===== src/rtl/alaw_pkg.sv =====
// Shared widths, constants and FSM state type for the A-law style sample compressor.
// Optional ALAW_ROUND_NEAREST_EN selects round-to-nearest mantissa (see alaw_compressor).
package alaw_pkg;

   localparam int unsigned IN_W      = 24;
   localparam int unsigned CODE_W    = 15;
   localparam int unsigned MANT_W    = 7;
   localparam int unsigned EXP_W     = 7;
   localparam int unsigned K_W       = 5;   // holds k = 0..16
   localparam int unsigned V_W       = 8;   // packer operand: M < 34 or t <= 144
   localparam int unsigned MANT_BIAS = 17;
   localparam int unsigned K0_MIN    = 18;
   localparam int unsigned K0_LIMIT  = 34;
   localparam int unsigned T_MAX     = 144;
   localparam int unsigned K_MAX     = 16;

   typedef enum logic [1:0] {
      StIdle,
      StNorm,
      StPack,
      StHold
   } state_e;

endpackage


===== src/rtl/alaw_pack.sv =====
// Combinational packer: {neg, k, t or M} -> signed 15-bit log code.
// ALAW_ROUND_NEAREST_EN moves the k=0 mantissa offset from 18 to 17.
module alaw_pack
   import alaw_pkg::*;
(
   input  logic              neg,
   input  logic [K_W-1:0]    k,
   input  logic [V_W-1:0]    val,
   output logic [CODE_W-1:0] code
);

`ifdef ALAW_ROUND_NEAREST_EN
   localparam int unsigned K0_OFFSET = 17;
`else
   localparam int unsigned K0_OFFSET = 18;
`endif

   logic [MANT_W-1:0] q;
   logic [CODE_W-1:0] pos;

   always_comb begin
      q = '0;
      if (k == '0) begin
         if (val >= V_W'(K0_MIN)) q = MANT_W'((val - V_W'(K0_OFFSET)) >> 1);
      end else begin
         q = MANT_W'(val - V_W'(MANT_BIAS));
      end
   end

   assign pos  = {1'b0, q, EXP_W'(k)};
   // Sign applied as two's complement of the whole code word.
   assign code = neg ? (~pos + CODE_W'(1)) : pos;

endmodule


===== src/rtl/alaw_compressor.sv =====
// Iterative 24-bit sample -> 15-bit log code compressor, one normalising shift per clock.
// Define ALAW_ROUND_NEAREST_EN for round-to-nearest mantissa; default truncates.
module alaw_compressor
   import alaw_pkg::*;
(
   input  logic              clk,
   input  logic              rst_n,
   input  logic              in_valid,
   output logic              in_ready,
   input  logic [IN_W-1:0]   sample,
   output logic              out_valid,
   input  logic              out_ready,
   output logic [CODE_W-1:0] code,
   output logic              busy
);

   state_e              state_q, state_d;
   logic                neg_q, neg_d;
   logic [IN_W-1:0]     r_q, r_d;
   logic [K_W-1:0]      k_q, k_d;
   logic [CODE_W-1:0]   code_q, code_d;
   logic [IN_W-1:0]     mag;
   logic [IN_W-1:0]     t;
   logic [V_W-1:0]      pack_val;
   logic [CODE_W-1:0]   pack_code;

   // -2^23 maps to 2^23, which still fits as a 24-bit unsigned magnitude.
   assign mag = sample[IN_W-1] ? (~sample + IN_W'(1)) : sample;

`ifdef ALAW_ROUND_NEAREST_EN
   assign t = (r_q + IN_W'(1)) >> 1;
`else
   assign t = r_q >> 1;
`endif

   // k=0 packs the raw magnitude, otherwise the normalised value t.
   assign pack_val = (k_q == '0) ? r_q[V_W-1:0] : t[V_W-1:0];

   alaw_pack u_pack (
      .neg  (neg_q),
      .k    (k_q),
      .val  (pack_val),
      .code (pack_code)
   );

   always_comb begin
      state_d = state_q;
      neg_d   = neg_q;
      r_d     = r_q;
      k_d     = k_q;
      code_d  = code_q;
      unique case (state_q)
         StIdle: begin
            if (in_valid) begin
               neg_d = sample[IN_W-1];
               r_d   = mag;
               if (mag < IN_W'(K0_LIMIT)) begin
                  k_d     = '0;
                  state_d = StPack;
               end else begin
                  k_d     = K_W'(1);
                  state_d = StNorm;
               end
            end
         end
         StNorm: begin
            if (t <= IN_W'(T_MAX) || k_q == K_W'(K_MAX)) begin
               state_d = StPack;
            end else begin
               r_d = r_q >> 1;
               k_d = k_q + K_W'(1);
            end
         end
         StPack: begin
            code_d  = pack_code;
            state_d = StHold;
         end
         StHold: begin
            if (out_ready) state_d = StIdle;
         end
         default: state_d = StIdle;
      endcase
   end

   always_ff @(posedge clk or negedge rst_n) begin
      if (!rst_n) begin
         state_q <= StIdle;
         neg_q   <= 1'b0;
         r_q     <= '0;
         k_q     <= '0;
         code_q  <= '0;
      end else begin
         state_q <= state_d;
         neg_q   <= neg_d;
         r_q     <= r_d;
         k_q     <= k_d;
         code_q  <= code_d;
      end
   end

   assign in_ready  = (state_q == StIdle);
   assign out_valid = (state_q == StHold);
   assign busy      = (state_q != StIdle);
   assign code      = code_q;

endmodule

===== config.mk =====
export PLATFORM = sky130hd
export DESIGN_NAME = alaw_compressor
export DESIGN_NICKNAME = d
export VERILOG_FILES = /design/src/rtl/alaw_pkg.sv /design/src/rtl/alaw_pack.sv /design/src/rtl/alaw_compressor.sv
export SDC_FILE = /design/constraint.sdc
export NUM_CORES = 1
export LEC_CHECK = 0
export ABC_AREA = 1
export BUFFER_PORTS_ARGS = -buffer_cell sky130_fd_sc_hd__buf_2
export CAP_MARGIN = 20
export CORE_ASPECT_RATIO = 1.2
export CORE_MARGIN = 2
export CORE_UTILIZATION = 60
export DETAILED_ROUTE_END_ITERATION = 8
export GPL_ROUTABILITY_DRIVEN = 0
export PLACE_DENSITY = 0.88
export SYNTH_ARGS = -nofsm -noshare
export SYNTH_HDL_FRONTEND = slang
export SYNTH_SLANG_ARGS = --single-unit

===== constraint.sdc =====
create_clock -name clk -period 3.9 [get_ports clk]
set_clock_uncertainty 0.15 [all_clocks]
set_input_delay 0.195 -clock clk [delete_from_list [all_inputs] [get_ports clk]]
set_output_delay 0.195 -clock clk [all_outputs]
set_load 0.01 [all_outputs]

==> impl_results.md, run 1 <==
- Final core utilization: 0.673
- Crit start category: flop
- Period Utilization, post-route: 0.898
- Longest Clk Path Bufs: 2
- # IOs: 46
- Design area: 4310 sq um
- Post-Route Setup TNS: 0 ns
- Static leakage: 2.28 nW
- # diodes: 0
- Initial antenna violation count: 0
- Drt drc: 0
- Met3 routed WL: 477 um
- Final setup fails: 0
- Synthesized area: 3930 sq um
- Sequential area share after synthesis: 0.299
- Async SR Flop Fraction: 1.00
- Final non-filler cell total: 753
- Core box area: 6410 sq um
- Die width: 77.9 um
- Synth Instances: 631
- Post-route ant nets: 0
- 1st-pass router iterations: 5
- Die Y: 92.7 um
- Yosys top cell by area: dfrtp_1
- Port bufs: 45
- Via density: 5.52
- Warnings, synthesis: 0
- Worst-Skew Late Latency: 0.31 ns
- Min cycle time layout: 3.50 ns
- PD cells: 847 nW/um^2
- Clock Root Buffer: clkbuf_8
- Top layer reached by signal wires: met4
- Prevailing post-synth register cell: dfrtp_1
- Peak supply drop: 0.366 mV
- Distinct cells, synth: 35
- Final wirelength: 9.47 mm
- WHS: 0.103 ns
- FP Rows: 32
- Slew margin rel.: 0.645
- Crit path DAT: 3.55 ns
- Post-synth EDFFs: 0
- Filler cell count: 576
- Syn Area/Cell: 6.23 sq um
- Initial DRC Count: 336
- Area Growth Syn to Fin: 9.57%
- WL met2: 4.71 mm
- Total gr overflow: 0
- Final nets: 709
- Pin count of the biggest net entering global routing: 48
- Max-capacitance violation count: 0
- CTS sink count: 47
- Global-route wire length before repair: 16.5 mm
- Peak Freq: 286 MHz
- DP HPWL: 7.04 mm
- Vias in the first global route: 3,887
- Max Slew Vio Count: 0
- Starting density of the core: 0.614
- Number of buffers created by CTS: 5
- Total track usage: 0.275
- Clock transition at path regs: 0.09 ns
- Worst Tran Pin Value: 0.532 ns
- Area contributors post-synth: dfrtp_1 (30%), nand2_1 (20%), nand3_1 (7.4%), nor2_1 (6.9%), inv_1 (5.9%)
- Die area: 7220 sq um
- Final Hold Viols: 0
- CTS tree: done
- Worst setup EP type: flop
- Outcome: completed
- DP Cell Count: 742
- Via count: 4,154
- Critical path type: reg2reg
- DR WL/cell: 12.6 um
- Post-synth top area share: 0.299
- CP required: 3.95 ns
- DP Area: 4170 sq um
- Synthesis-stage register bit count: 47
- H-tree depth: 2
- Hold WC Path Type: in2reg
- DRT met1 WL: 4.01 mm
- CP max FO: 9
- Layout cells sized above 1: 0.132
- Syn nets: 673
- RSZ-0062 raised after global routing: false
routing by layer:
metal  vias up  GRT usage
met2       163      0.496
met1      1881      0.328
li1       2082          -
met3        28     0.0302
met4         0      0.118
met5         -          0
worst max-delay path, cell delays in order (launching register included):
cell and delay, ns:
dfrtp_1 0.45, inv_1 0.10, ha_1 0.14, inv_1 0.06, nor3_1 0.34, ha_2 0.42
buf_4 0.22, nand2_1 0.07, nand2_1 0.14, ha_1 0.23, nand3_2 0.12, inv_2 0.09
nand2_1 0.10, nand2_1 0.09, nand2_1 0.05, nand2_1 0.06, nand2_1 0.05, nand3_1 0.14
inv_1 0.07, nor3_1 0.24, o21ai_1 0.08
placed cells by master (no fill, tap or decap), types with 2 or more instances in the layout:
cell type | netlist | layout
a21oi_1 | 24 | 24
buf_2 | 6 | 45
buf_4 | 0 | 3
clkbuf_8 | 0 | 6
clkinv_1 | 2 | 2
dfrtp_1 | 47 | 47
dlygate4sd3_1 | 0 | 2
ha_1 | 14 | 13
inv_1 | 62 | 62
inv_2 | 6 | 6
nand2_1 | 208 | 208
nand2_2 | 9 | 9
nand2_4 | 2 | 2
nand3_1 | 58 | 58
nand3_2 | 2 | 2
nand3b_1 | 5 | 5
nand4_1 | 5 | 5
nor2_1 | 72 | 72
nor2_2 | 2 | 2
nor2_4 | 4 | 4
nor3_1 | 5 | 5
nor4_1 | 3 | 3
o211ai_1 | 2 | 2
o21ai_0 | 40 | 40
o21ai_1 | 16 | 16
o31ai_1 | 4 | 4
xor2_1 | 9 | 9
area by class of cell:
| cell class | instances | area, sq um | share of cell area |
|---|---|---|---|
| Clock inverter | 2 | 13.8 | 0.00319 |
| Timing Repair Buffer | 51 | 288 | 0.0668 |
| Tap cell | 85 | 106 | 0.0247 |
| Multi-Input combinational cell | 491 | 2370 | 0.551 |
| Clock buffer | 6 | 82.6 | 0.0192 |
| Inverter | 71 | 269 | 0.0624 |
| Sequential cell | 47 | 1180 | 0.273 |
synthesized netlist by cell type, drive strengths merged (9+ instances only):
| cell type | n |
|---|---|
| o21ai | 57 |
| buf | 9 |
| clkbuf | 13 |
| nor2 | 78 |
| nand2 | 219 |
| xor2 | 9 |
| inv | 69 |
| ha | 14 |
| nand3 | 61 |
| dfrtp | 47 |
| a21oi | 25 |
logic make-up (layout without fill, tap and decap cells):
group / after synthesis / in the layout / synth area share
xor gates and xnor gates: 10 / 10 / 0.0223
and+or+nand+nor: 378 / 378 / 0.417
DFF: 47 / 47 / 0.299
adders and majority gates: 14 / 14 / 0.0445
buffers and inverters: 93 / 130 / 0.0980
AOI/OAI and AO/OA: 89 / 89 / 0.119
final timing paths:
kind                       cells past startpoint  endpoint  startpoint  slack, ns
setup / recovery                              20  code[14]      k_q[0]       0.40
hold / removal                                 5   r_q[16]  sample[16]       0.10
setup reg to reg                              20  code[14]      k_q[0]       0.40
hold reg to reg                                2  code[13]    code[13]       0.34
max in group asynchronous                      3    k_q[0]       rst_n       2.93
min in group asynchronous                      2    r_q[3]       rst_n       0.18
sequential cells by signal, indices dropped and copies added (netlist names):
register and flops:
neg_q 1, r_q 24, state_q 2, code 15, k_q 5
power by group:
group	total [mW]	leakage (nW)	internal [mW]	switching (mW)
clock network	0.320	0.0516	0.145	0.175
registers	0.914	0.579	0.721	0.193
logic	2.41	1.65	0.811	1.60
total	3.65	2.28	1.68	1.97
repair_timing:
action	4_1_cts	5_1_grt
setup endpoints to repair	0	6
hold buffers	2	0
gates resized for setup	0	1
hold endpoints to repair	48	0
buffers inserted	0	0
stage by stage:
stage | setup WS (ns) | total power, mW
after floorplan | 1.00 | 2.78
after global placement | 0.619 | 3.20
after detailed placement | 0.437 | 3.28
after CTS | 0.363 | 3.61
after global routing | 0.0474 | 4.03
final | 0.399 | 3.65
No activity file was read; power rests on OpenSTA's default activity.
==> run 2, diff against run 1 <==
- MAX_ROUTING_LAYER: unset -> met4
==> impl_results.md, run 2 (synthesis results as in run 1) <==
- Outcome: completed
- 1st-pass router iterations: 5
- Period Utilization, post-route: 0.888
- Crit-path max cell delay: 0.45 ns
- Critical path type: reg2reg
- Commonest non-fill, non-tap cells in the layout: nand2_1 (208), nor2_1 (72), inv_1 (62), nand3_1 (58), dfrtp_1 (47)
- Max Slew Vio Count: 0
- Reg2reg end: code[13]
- Final setup fails: 0
- Switching part of the total power: 0.539
- CP required: 3.95 ns
- Filler cell count: 576
- Most used cell, CP: nand2_1
- Number of buffers created by CTS: 5
- Die width: 77.9 um
- Final non-filler cell total: 753
- Port bufs: 45
- Final core utilization: 0.673
- Initial antenna violation count: 0
- Vias in the first global route: 3,888
- Core box area: 6410 sq um
- CTS sink count: 47
- Total gr overflow: 0
- Reg2Reg Setup Slack: 0.44 ns
- # diodes: 0
- CTS tree: done
- # IOs: 46
- Register area: 1180 sq um
- Crit start category: flop
- RSZ-0062 raised after global routing: false
- Flip-flop count of the largest register after layout: 24
- Power Total: 3.64 mW
- Post-route ant nets: 0
- Worst setup EP type: flop
- Peak Freq: 289 MHz
- Hold WC Path Type: in2reg
- R2r worst-path depth: 22
- Largest Register: r_q
- DP Worst Slack: 0.437 ns
- Critical path origin: k_q[0]
- Sequential Power Share: 0.251
- Final WS setup: 0.436 ns
- Comb pwr share: 0.661
- CP Cell Sequence: inv_1, ha_1, inv_1, nor3_1, ha_2, buf_4, nand2_1, nand2_1, ha_1, nand3_2, inv_2, nand2_1, nand3_1, nand2_1, nand2_1, nand3_1, nand2_1, clkinv_1, nand2_1, nand3_1, nand3_1, nand2_1
- Global-route wire length before repair: 16.5 mm
- Final nets: 709
- Cell-internal power: 1.68 mW
- Total track usage: 0.282
- Initial DRC Count: 392
- Die area: 7220 sq um
- Max-capacitance violation count: 0
- Drt drc: 0
- Area of the multi-input gates: 2370 sq um
- Slew margin rel.: 0.645
- Crit path DAT: 3.51 ns
- DP Cell Count: 742
- Min cycle time layout: 3.46 ns
- Via density: 5.53
- Crit path to: code[13]
- Clock Root Buffer: clkbuf_8
- Area Growth Syn to Fin: 9.57%
- Peak supply drop: 0.365 mV
- Clock transition at path regs: 0.09 ns
- Setup bufs post-CTS: 0
- CP max FO: 9
- FP Rows: 32
- PD cells: 844 nW/um^2
- Final Hold Viols: 0
- DR WL/cell: 12.4 um
- NetSw: 1.96 mW
- Worst-Skew Late Latency: 0.31 ns
- Static leakage: 2.28 nW
- Starting density of the core: 0.614
- Clock power share: 0.088
- Post-Route Setup TNS: 0 ns
- Critical path's slowest cell: dfrtp_1
- Worst Tran Pin Value: 0.533 ns
- Final wirelength: 9.36 mm
- DP HPWL: 7.04 mm
- Via count: 4,162
- Layout cells sized above 1: 0.132
- Worst R2R Start: k_q[0]
- Pin count of the biggest net entering global routing: 48
- H-tree depth: 2
- Longest Clk Path Bufs: 2
- Die Y: 92.7 um
- Most common cell after layout, fill and taps aside: nand2_1
-- run 2: cell counts in the layout (fill, tap and decap cells not counted) --
Identical to the previous run, type by type.
-- run 2: how the worst min path moves through the flow --
stage	from	to	slack, ns	depth (start not counted)
after global routing	sample[17]	r_q[17]	0.15	5
after CTS	sample[16]	r_q[16]	0.10	5
after global placement	rst_n	r_q[0]	0.27	1
final	sample[16]	r_q[16]	0.11	5
after detailed placement	rst_n	code[13]	0.29	1
after floorplan	rst_n	code[0]	-0.25	0
-- run 2: power groups by stage --
stage	sequential (mW)	combinational, mW	clock, mW
2_1_floorplan	0.891	1.89	0
3_3_place_gp	0.903	2.30	0
3_5_place_dp	0.916	2.36	0
4_1_cts	0.911	2.38	0.322
5_1_grt	0.941	2.75	0.340
6_report	0.915	2.41	0.320
-- run 2: per-layer routing --
layer | wire length, um | GRT usage
met1 | 3970 | 0.328
met2 | 4680 | 0.496
met3 | 429 | 0.0302
met4 | 280 | 0.118
met5 | 0 | -
-- run 2: timing repair --
item / in CTS / in global routing
hold buffers: 2 / 0
endpoints found under the hold margin: 48 / 0
endpoints found under the setup margin: 0 / 6
resized for setup: 0 / 1
-- run 2: area by class of cell --
| class | count | share of cell area |
|---|---|---|
| tap | 85 | 0.0247 |
| sequential | 47 | 0.273 |
| inverter | 71 | 0.0624 |
| timing repair buffer | 51 | 0.0668 |
| multi-input combinational | 491 | 0.551 |
| clock buffer | 6 | 0.0192 |
| clock inverter | 2 | 0.00319 |
-- run 2: critical path, delay by kind of cell (launching register included) --
family / cells / cell delay (ns)
buffers and inverters: 5 / 0.54
adders and majority gates: 3 / 0.78
and+or+nand+nor: 14 / 1.46
DFF: 1 / 0.45
-- run 2: per-stage QoR --
| stage | cell area [sq um] | hold slack (ns) |
|---|---|---|
| 2_1_floorplan | 3930 | -0.251 |
| 3_3_place_gp | 4170 | 0.274 |
| 3_5_place_dp | 4170 | 0.289 |
| 4_1_cts | 4290 | 0.103 |
| 5_1_grt | 4310 | 0.148 |
| 6_report | 4310 | 0.107 |
